<file path="config.mk">
export PLATFORM = sky130hd
export DESIGN_NAME = conv_tap_issuer
export DESIGN_NICKNAME = d
export VERILOG_FILES = /design/src/rtl/conv_pkg.sv /design/src/rtl/conv_window_addr_gen.sv /design/src/rtl/conv_tap_issuer.sv
export SDC_FILE = /design/constraint.sdc
export NUM_CORES = 1
export LEC_CHECK = 0
export ABC_AREA = 1
export BUFFER_PORTS_ARGS = -buffer_cell sky130_fd_sc_hd__buf_2
export CORE_UTILIZATION = 45
export CTS_BUF_LIST = sky130_fd_sc_hd__clkbuf_16
export CTS_CLUSTER_DIAMETER = 80
export CTS_CLUSTER_SIZE = 25
export DETAILED_ROUTE_END_ITERATION = 10
export SLEW_MARGIN = 20
export SYNTH_ARGS = -nofsm -noshare
export SYNTH_HDL_FRONTEND = slang
export SYNTH_SLANG_ARGS = --single-unit
</file>
<file path="constraint.sdc">
create_clock -name clk -period 2.8 [get_ports clk]
set_clock_uncertainty 0.05 [all_clocks]
set_input_delay 0.56 -clock clk [delete_from_list [all_inputs] [get_ports clk]]
set_output_delay 0.56 -clock clk [all_outputs]
set_load 0.01 [all_outputs]
</file>
<file path="src/rtl/conv_pkg.sv">
// Shared definitions for the convolution tap issuer: default sizes, the FSM
// state type, the accumulator width rule and address range helpers.
package conv_pkg;

    localparam int DEF_INPUT  = 4;   // pixel width, unsigned
    localparam int DEF_FILTER = 4;   // weight width, signed
    localparam int DEF_IMG    = 4;   // image side
    localparam int DEF_K      = 2;   // kernel side

    typedef enum logic [1:0] {
        IDLE,
        ISSUE,
        EMIT,
        DONE
    } state_e;

    // Accumulator wide enough for K*K worst-case products without overflow.
    function automatic int acc_width(input int in_w, input int flt_w, input int k);
        return in_w + flt_w + $clog2(k * k);
    endfunction

    // Index width that never collapses to zero bits.
    function automatic int idx_width(input int n);
        return (n > 1) ? $clog2(n) : 1;
    endfunction

    function automatic logic img_addr_ok(input int unsigned addr, input int img);
        return addr < $unsigned(img * img);
    endfunction

    function automatic logic flt_addr_ok(input int unsigned addr, input int k);
        return addr < $unsigned(k * k);
    endfunction

endpackage

</file>
<file path="src/rtl/conv_window_addr_gen.sv">
// Window walker: output-position and tap counters, producing the image and
// filter read indices for the current tap plus first/last flags.
module conv_window_addr_gen
    import conv_pkg::*;
#(
    parameter int IMG = DEF_IMG,
    parameter int K   = DEF_K
) (
    input  logic                          clk,
    input  logic                          rst_n,
    input  logic                          clear_i,
    input  logic                          tap_adv_i,
    input  logic                          pos_adv_i,
    output logic [$clog2(IMG*IMG)-1:0]    img_idx_o,
    output logic [idx_width(K*K)-1:0]     flt_idx_o,
    output logic [$clog2(IMG)-1:0]        pos_row_o,
    output logic [$clog2(IMG)-1:0]        pos_col_o,
    output logic                          tap_first_o,
    output logic                          last_tap_o,
    output logic                          last_pos_o
);

    localparam int ADDR_W  = $clog2(IMG * IMG);
    localparam int FADDR_W = idx_width(K * K);
    localparam int POS_W   = $clog2(IMG);
    localparam int TAP_W   = idx_width(K);
    localparam int NPOS    = IMG - K + 1;

    logic [TAP_W-1:0] tap_i_q, tap_i_d;
    logic [TAP_W-1:0] tap_j_q, tap_j_d;
    logic [POS_W-1:0] pos_row_q, pos_row_d;
    logic [POS_W-1:0] pos_col_q, pos_col_d;
    logic [ADDR_W-1:0] pix_row, pix_col;

    // Counter next-state: taps walk the kernel in raster order, positions walk the output grid.
    // NOTE: every _d gets its hold value first, so no branch can leave it unassigned and infer a latch.
    always_comb begin
        tap_i_d   = tap_i_q;
        tap_j_d   = tap_j_q;
        pos_row_d = pos_row_q;
        pos_col_d = pos_col_q;
        if (clear_i) begin
            tap_i_d   = '0;
            tap_j_d   = '0;
            pos_row_d = '0;
            pos_col_d = '0;
        end else begin
            if (tap_adv_i) begin
                if (tap_j_q == TAP_W'(K - 1)) begin
                    tap_j_d = '0;
                    tap_i_d = (tap_i_q == TAP_W'(K - 1)) ? '0 : tap_i_q + TAP_W'(1);
                end else begin
                    tap_j_d = tap_j_q + TAP_W'(1);
                end
            end
            if (pos_adv_i) begin
                if (pos_col_q == POS_W'(NPOS - 1)) begin
                    pos_col_d = '0;
                    pos_row_d = pos_row_q + POS_W'(1);
                end else begin
                    pos_col_d = pos_col_q + POS_W'(1);
                end
            end
        end
    end

    // Counter registers with synchronous reset.
    // NOTE: non-blocking assignments so every register samples the pre-edge values of the others.
    always_ff @(posedge clk) begin
        if (!rst_n) begin
            tap_i_q   <= '0;
            tap_j_q   <= '0;
            pos_row_q <= '0;
            pos_col_q <= '0;
        end else begin
            tap_i_q   <= tap_i_d;
            tap_j_q   <= tap_j_d;
            pos_row_q <= pos_row_d;
            pos_col_q <= pos_col_d;
        end
    end

    assign pix_row   = ADDR_W'(pos_row_q) + ADDR_W'(tap_i_q);
    assign pix_col   = ADDR_W'(pos_col_q) + ADDR_W'(tap_j_q);
    assign img_idx_o = pix_row * ADDR_W'(IMG) + pix_col;
    assign flt_idx_o = FADDR_W'(tap_i_q) * FADDR_W'(K) + FADDR_W'(tap_j_q);

    assign pos_row_o   = pos_row_q;
    assign pos_col_o   = pos_col_q;
    assign tap_first_o = (tap_i_q == '0) && (tap_j_q == '0);
    assign last_tap_o  = (tap_i_q == TAP_W'(K - 1)) && (tap_j_q == TAP_W'(K - 1));
    assign last_pos_o  = (pos_row_q == POS_W'(NPOS - 1)) && (pos_col_q == POS_W'(NPOS - 1));

endmodule

</file>
<file path="src/rtl/conv_tap_issuer.sv">
// Convolution tap issuer: holds an image and a filter, feeds one pixel/weight
// pair per cycle to an external combinational multiplier, accumulates the
// products and hands out one result per output position over valid/ready.
module conv_tap_issuer
    import conv_pkg::*;
#(
    parameter int INPUT  = DEF_INPUT,
    parameter int FILTER = DEF_FILTER,
    parameter int IMG    = DEF_IMG,
    parameter int K      = DEF_K,
    parameter int ACC_W  = acc_width(INPUT, FILTER, K)
) (
    input  logic                                        clk,
    input  logic                                        rst_n,
    input  logic                                        load_en,
    input  logic                                        load_sel,
    input  logic [$clog2(IMG*IMG)-1:0]                  load_addr,
    input  logic [((INPUT > FILTER) ? INPUT : FILTER)-1:0] load_data,
    input  logic                                        go,
    output logic                                        busy,
    output logic                                        mul_start,
    output logic [INPUT-1:0]                            mul_din0,
    output logic [FILTER-1:0]                           mul_din1,
    input  logic [INPUT+FILTER-1:0]                     mul_dout,
    output logic                                        out_valid,
    input  logic                                        out_ready,
    output logic [ACC_W-1:0]                            out_data,
    output logic [$clog2(IMG)-1:0]                      out_row,
    output logic [$clog2(IMG)-1:0]                      out_col,
    output logic                                        done
);

    localparam int ADDR_W  = $clog2(IMG * IMG);
    localparam int FADDR_W = idx_width(K * K);
    localparam int POS_W   = $clog2(IMG);

    state_e state_q, state_d;

    logic [INPUT-1:0]  img_mem [IMG*IMG];
    logic [FILTER-1:0] flt_mem [K*K];

    logic signed [ACC_W-1:0] acc_q;
    logic signed [ACC_W-1:0] prod_ext;

    logic [ADDR_W-1:0]  img_idx;
    logic [FADDR_W-1:0] flt_idx;
    logic [POS_W-1:0]   pos_row, pos_col;
    logic               tap_first, last_tap, last_pos;
    logic               ctr_clear, tap_adv, pos_adv;
    logic               idle;

    assign idle     = (state_q == IDLE);
    assign busy     = !idle;
    assign prod_ext = ACC_W'($signed(mul_dout));

    conv_window_addr_gen #(
        .IMG (IMG),
        .K   (K)
    ) u_addr_gen (
        .clk         (clk),
        .rst_n       (rst_n),
        .clear_i     (ctr_clear),
        .tap_adv_i   (tap_adv),
        .pos_adv_i   (pos_adv),
        .img_idx_o   (img_idx),
        .flt_idx_o   (flt_idx),
        .pos_row_o   (pos_row),
        .pos_col_o   (pos_col),
        .tap_first_o (tap_first),
        .last_tap_o  (last_tap),
        .last_pos_o  (last_pos)
    );

    // Image/filter register files: written only while idle, frozen during a run.
    // NOTE: the arrays have no reset, so a mid-run abort keeps the loaded image and filter.
    always_ff @(posedge clk) begin
        if (load_en && idle) begin
            if (!load_sel && img_addr_ok(32'(load_addr), IMG)) begin
                img_mem[load_addr] <= load_data[INPUT-1:0];
            end else if (load_sel && flt_addr_ok(32'(load_addr), K)) begin
                flt_mem[load_addr[FADDR_W-1:0]] <= load_data[FILTER-1:0];
            end
        end
    end

    // FSM state register.
    always_ff @(posedge clk) begin
        if (!rst_n) begin
            state_q <= IDLE;
        end else begin
            state_q <= state_d;
        end
    end

    // Accumulator: first tap of a window loads, later taps add.
    always_ff @(posedge clk) begin
        if (!rst_n) begin
            acc_q <= '0;
        end else if (state_q == ISSUE) begin
            acc_q <= tap_first ? prod_ext : acc_q + prod_ext;
        end
    end

    // Next-state logic plus multiplier and result port values.
    always_comb begin
        state_d   = state_q;
        ctr_clear = 1'b0;
        tap_adv   = 1'b0;
        pos_adv   = 1'b0;
        mul_start = 1'b0;
        mul_din0  = '0;
        mul_din1  = '0;
        out_valid = 1'b0;
        out_data  = '0;
        out_row   = '0;
        out_col   = '0;
        done      = 1'b0;
        case (state_q)
            IDLE: begin
                if (go) begin
                    ctr_clear = 1'b1;
                    state_d   = ISSUE;
                end
            end
            ISSUE: begin
                mul_start = 1'b1;
                mul_din0  = img_mem[img_idx];
                mul_din1  = flt_mem[flt_idx];
                tap_adv   = 1'b1;
                if (last_tap) begin
                    state_d = EMIT;
                end
            end
            EMIT: begin
                out_valid = 1'b1;
                out_data  = acc_q;
                out_row   = pos_row;
                out_col   = pos_col;
                if (out_ready) begin
                    if (last_pos) begin
                        state_d = DONE;
                    end else begin
                        pos_adv = 1'b1;
                        state_d = ISSUE;
                    end
                end
            end
            DONE: begin
                done    = 1'b1;
                state_d = IDLE;
            end
            default: state_d = IDLE;
        endcase
    end

endmodule

</file>
==> flow_summary.json, run 1 <==
{
  "status": "completed",
  "synth_edf_count": 80,
  "slowest_stage": "dfxtp_2",
  "gr-total-overflow": 0,
  "syn_to_final_growth_pct": 18.07,
  "period_share_pct": 96.55,
  "via_per_inst": 5.186,
  "h-tree-depth": 3,
  "r2r_start": "state_q[1]$_SDFFE_PN0P_",
  "slew_headroom_pct": 69.73,
  "via_count": 3687,
  "hp-class": "flip-flop to flip-flop",
  "syn_nets": 554,
  "power_leakage_uw": 0.002331,
  "grt_pass1_wl_um": 17620,
  "syn_area_um2": 4800,
  "dp_slack_ps": 192.3,
  "critPathRequiredTime_ps": 2190,
  "ys_seq_area_share_pct": 57.56,
  "slew_viol_final": 0,
  "crit_family": "adder cells",
  "drc": 0,
  "power_frac_clock_pct": 29.2,
  "total_power_uw": 4580,
  "synth_top_flop_cell": "edfxtp_1",
  "post_drt_wl_per_cell_um": 15.22,
  "dieArea_um2": 11080,
  "cp-end-kind": "primary output",
  "setup.worst_path.class": "flip-flop to primary output",
  "ys_ff_latch": 98,
  "insertion_delay_ps": 350,
  "drv_cap": 0,
  "core-area_um2": 10320,
  "switching_power_uw": 1598,
  "seqPwrFrac_pct": 38.2,
  "final-hold-violation-count": 0,
  "clk_pin_slew_ps": 70,
  "setup_ws_ps": 96.62,
  "power_per_cell_area_nw_per_um2": 808.2,
  "swShare_pct": 34.90,
  "synthDistinctLibCells": 32,
  "syn_inst": 517,
  "cp-start-kind": "flip-flop",
  "start_util_pct": 46.49,
  "crit_chain": "ha_4 -> ha_4 -> ha_4 -> xor2_4 -> xor2_4 -> buf_6 -> nor3_4 -> nor2_1 -> buf_2",
  "hp-start": "acc_q[5]$_SDFFE_PN0P_",
  "comb_power_share_pct": 32.6,
  "finalNetCount": 607,
  "first_pass_iters": 4,
  "grt_use_total_pct": 20.75,
  "cts_root_buf": "clkbuf_16",
  "postRouteAntennaNets": 0,
  "cts_tree": "built",
  "ioPinCount": 48,
  "synth_top_area_share_pct": 50.05,
  "drtIter0Drc": 226,
  "worst-slew-pin-transition_ps": 452.3,
  "setup-violations-final": 0,
  "intPower_uw": 2981,
  "critPathMostFrequentCell": "ha_4",
  "cts_buffer_depth": 2,
  "wl_um": 10820,
  "syn_area_per_cell_um2": 9.284,
  "clock-sinks": 98,
  "peakVddDrop_v": 0.0004006,
  "finish.instance_area_um2": 5667,
  "synth_warnings": 0,
  "critPathMaxFanout": 7,
  "hold_depth": 2,
  "rows": 37,
  "globalplace.congestion": 0.8124,
  "synth.top_cells.by_area": "edfxtp_1 50%, nand2_1 9.6%, dfxtp_1 7.5%",
  "startpoint": "u_addr_gen.pos_col_o[0]$_SDFFE_PP0P_",
  "port_buffers": 47,
  "setup_tns_ps": 0,
  "grt_max_degree": 33,
  "r2r_cells": 6,
  "hpwlAfterDp_um": 7506,
  "die_w_um": 105.3,
  "numCtsBuffers": 9,
  "die_h_um": 105.3,
  "fill_cells": 918,
  "final_layout_size_suffix_gt1_share_pct": 17.91,
  "period_needed_ps": 2703,
  "critPathArrivalTime_ps": 2090,
  "hold_slack_ps": 444.7,
  "antenna_found_initial": 0,
  "path_depth": 9,
  "synthArstFlopShare_pct": 0,
  "grt_pass1_vias": 3478,
  "placed_area_um2": 5189,
  "fmax_mhz": 369.9,
  "critPathMaxStageDelay_ps": 350,
  "n_antenna_cell": 0,
  "path_buf_inv": 2,
  "synth_top_area_cell": "edfxtp_1"
}
## cell usage in the layout (no fill, tap or decap), types with 3 or more instances in the layout
master     netlist  final
inv_1           42     41
buf_4            3      8
nand3_1         38     38
o21ai_0         19     16
edfxtp_1        80     80
clkbuf_16        0      9
nor2_1          77     77
o21ai_1          3      5
a21oi_1         48     48
inv_2            7      7
clkinv_4         0      3
nand4_1          3      3
a211oi_1         4      4
ha_1            14     10
nand2_1        123    122
buf_2            8     47
ha_4             0      4
dfxtp_1         18     17
## layer usage
metal  share of wire (%)  up-vias  wire length [um]  track usage, %
li1                    -     1852                 -               -
met1                  48     1749              5176           29.20
met2                  47       75              5083           32.33
met3                 3.7       11               397           2.968
met4                 1.5        0               161           8.451
met5                   0        -                 0               0
## layout make-up
type                            count  area, um2  share of cell area [%]
Clock buffer                        9      225.2                   3.974
Clock inverter                      7      100.1                   1.766
Inverter                           49      188.9                   3.334
Multi-Input combinational cell    354       1872                   33.03
Sequential cell                    98       2764                   48.77
Tap cell                          136      170.2                   3.003
Timing Repair Buffer               58      346.6                   6.116
## through the flow
step | instances | utilization [%]
3_5_place_dp | 692 | 50.26
2_1_floorplan | 517 | -
5_1_grt | 711 | 54.89
3_3_place_gp | 692 | 50.26
6_report | 711 | 54.89
4_1_cts | 710 | 53.76
## what timing repair did
item	in CTS	in global routing
pin swaps	1	5
hold buffers	0	0
endpoints found under the setup margin	4	4
gates resized for setup	5	22
endpoints found under the hold margin	0	0
buffers inserted	2	2
## Yosys cell counts, types with 4 or more instances
master	n
a211oi_1	4
a21oi_1	48
buf_2	8
clkbuf_1	4
dfxtp_1	18
edfxtp_1	80
ha_1	14
inv_1	42
inv_2	7
nand2_1	123
nand3_1	38
nor2_1	77
nor3_1	4
o21ai_0	19
## sequential cells by signal (all words and copies together), names as in the netlist
register,count
u_addr_gen.pos_row_o,2
flt_mem,16
u_addr_gen.pos_col_o,2
state_q,2
u_addr_gen.tap_j_q,1
u_addr_gen.tap_i_q,1
img_mem,64
acc_q,10
## power by group through the flow
stage | Sequential [uW] | Combinational (uW) | Clock (uW)
2_1_floorplan | 1760 | 1050 | 0
3_3_place_gp | 1770 | 1400 | 0
4_1_cts | 1750 | 1430 | 1350
3_5_place_dp | 1780 | 1420 | 0
6_report | 1750 | 1490 | 1340
5_1_grt | 1760 | 1690 | 1400
## worst paths after layout
| check | to | slack (ps) |
|---|---|---|
| setup / recovery | mul_din0[0] | 100 |
| hold / removal | acc_q[5]$_SDFFE_PN0P_ | 440 |
| setup reg to reg | img_mem[8][2]$_DFFE_PP_ | 910 |
| hold reg to reg | acc_q[5]$_SDFFE_PN0P_ | 440 |
## worst register-to-register path, delay by kind of cell (launching register included)
family                 cells  cell delay (ps)
AND/OR/NAND/NOR            5              970
flip-flops                 1              380
buffers and inverters      1              150
## kinds of logic (layout without fill, tap and decap cells)
group | count (synthesis) | in the layout | synth area share [%]
and+or+nand+nor | 252 | 252 | 22.08
xor gates and xnor gates | 6 | 6 | 1.252
adders and majority gates | 15 | 15 | 4.067
DFF | 98 | 98 | 57.56
AOI/OAI and AO/OA | 81 | 81 | 9.358
buffers and inverters | 65 | 123 | 5.683
No activity file was read; power rests on OpenSTA's default activity.
==> run 2: changes to the inputs <==
BUFFER_PORTS_ARGS = -buffer_cell sky130_fd_sc_hd__buf_4   (was -buffer_cell sky130_fd_sc_hd__buf_2)
CTS_CLUSTER_DIAMETER = unset   (was 80)
SKIP_LAST_GASP = 1   (was unset)
==> flow_summary.json, run 2 (synthesis results as in run 1) <==
{
  "r2r_start": "state_q[1]$_SDFFE_PN0P_",
  "drtIter0Drc": 191,
  "cp-end-kind": "primary output",
  "wl_um": 10970,
  "r2r_cells": 6,
  "utilization_pct": 54.95,
  "core-area_um2": 10320,
  "die_w_um": 105.3,
  "cts_buffer_depth": 2,
  "cts_tree": "built",
  "power_leakage_uw": 0.002316,
  "n_antenna_cell": 0,
  "drc": 0,
  "grt_pass1_vias": 3460,
  "top_register": "img_mem",
  "rsz0062_at_grt": "true",
  "ctsHoldBuffers": 0,
  "rrSetupSlack_ps": 920,
  "r2r-end": "img_mem[15][3]$_DFFE_PP_",
  "swShare_pct": 35.33,
  "intPower_uw": 2892,
  "hp-class": "flip-flop to flip-flop",
  "hp-start": "acc_q[5]$_SDFFE_PN0P_",
  "switching_power_uw": 1580,
  "startpoint": "u_addr_gen.pos_col_o[0]$_SDFFE_PP0P_",
  "critPathArrivalTime_ps": 2080,
  "crit_chain": "ha_2 -> buf_4 -> nand2_1 -> nand2_1 -> a21oi_1 -> a211oi_1 -> o21ai_1 -> nor2_1 -> buf_4",
  "setup_tns_ps": 0,
  "hold_depth": 2,
  "slowest_stage": "ha_2",
  "final-hold-violation-count": 0,
  "worst-slew-pin-transition_ps": 425.4,
  "globalplace.congestion": 0.8214,
  "finalNetCount": 604,
  "period_share_pct": 96.11,
  "hpwlAfterDp_um": 7521,
  "final_cell_mix": "123 x nand2_1, 80 x edfxtp_1, 77 x nor2_1, 54 x buf_4, 48 x a21oi_1",
  "insertion_delay_ps": 340,
  "comb_power_share_pct": 33.0,
  "final_layout_size_suffix_gt1_share_pct": 16.78,
  "setup.worst_path.class": "flip-flop to primary output",
  "h-tree-depth": 3,
  "peakVddDrop_v": 0.0003872,
  "crit_family": "compound AO/OA/AOI/OAI gates",
  "post_drt_wl_per_cell_um": 15.49,
  "critPathMaxFanout": 12,
  "power_frac_clock_pct": 28.0,
  "period_needed_ps": 2691,
  "grt_use_total_pct": 20.63,
  "numCtsBuffers": 9,
  "clock-sinks": 98,
  "postRouteAntennaNets": 0,
  "slew_headroom_pct": 71.54,
  "clk_pin_slew_ps": 70,
  "via_count": 3633,
  "die_h_um": 105.3,
  "slew_viol_final": 0,
  "hold_slack_ps": 441.2,
  "path_buf_inv": 2,
  "cp-start-kind": "flip-flop",
  "syn_to_final_growth_pct": 18.20,
  "layout_commonest_cell": "nand2_1",
  "total_power_uw": 4471,
  "critPathMaxStageDelay_ps": 360,
  "start_util_pct": 46.49,
  "rows": 37,
  "gr-total-overflow": 0,
  "cts_root_buf": "clkbuf_16",
  "largest_reg_flops": 64,
  "ioPinCount": 48,
  "antenna_found_initial": 0,
  "grt_pass1_wl_um": 17200,
  "hold_end": "acc_q[5]$_SDFFE_PN0P_",
  "power_per_cell_area_nw_per_um2": 788.2,
  "setup-violations-final": 0,
  "drv_cap": 0,
  "via_per_inst": 5.131,
  "seqPwrFrac_pct": 39.0,
  "grt_max_degree": 33,
  "critPathRequiredTime_ps": 2190,
  "status": "completed",
  "dieArea_um2": 11080,
  "port_buffers": 47,
  "first_pass_iters": 4,
  "fmax_mhz": 371.6
}
[run 2: cell count changes in the layout (fill, tap and decap cells not counted), sizes merged]
cell and change:
inv +2, clkinvlp +1, buf -3, bufinv -1, clkinv -2
[run 2: power by group through the flow]
stage	Sequential (uW)	Clock, uW	Combinational, uW
6_report	1740	1250	1470
5_1_grt	1760	1310	1660
4_1_cts	1740	1260	1470
3_5_place_dp	1780	0	1450
3_3_place_gp	1770	0	1440
2_1_floorplan	1760	0	1050
[run 2: stage by stage]
step                instance area [um2]  cells  worst slack (ps)
floorplan                          4800    517             501.8
global placement                   5286    691             274.2
detailed placement                 5286    691             244.8
CTS                                5627    709            -28.18
global route                       5673    708            -25.67
finish                             5673    708             109.0
[run 2: layer usage]
metal  vias to the layer above  GRT usage, %  part of all wire [%]
met5                         -             0                     0
li1                       1840             -                     -
met1                      1681         28.06                    47
met3                         8         4.762                   5.5
met4                         0         5.634                  0.85
met2                       104         33.18                    47
[run 2: worst reg2reg max path, cell delays in order (launching register included)]
cell	delay (ps)
dfxtp_1	380
nor2_1	120
buf_4	140
nand2_1	50
nor2_1	200
nand3_1	210
nor2_1	390
[run 2: timing repair]
action,4_1_cts,5_1_grt
setup endpoints to repair,4,4
resized for setup,7,10
buffers inserted,3,0
pin swaps,1,4
[run 2: final cells by class]
cell class,instances,area (um2)
fillers,937,4651
flip-flops and latches,98,2764
multi-input cells,354,1834
repair buffers,55,416.7
clock buffers,9,225.2
inverters,49,186.4
well taps,136,170.2
clock inverters,7,76.32
[run 2: worst max-delay path by stage]
stage / depth (start not counted) / end
3_3_place_gp: 9 / mul_din0[2]
3_5_place_dp: 9 / mul_din0[3]
2_1_floorplan: 7 / mul_din0[0]
4_1_cts: 10 / mul_din0[0]
6_report: 9 / mul_din0[0]
5_1_grt: 10 / mul_din0[3]
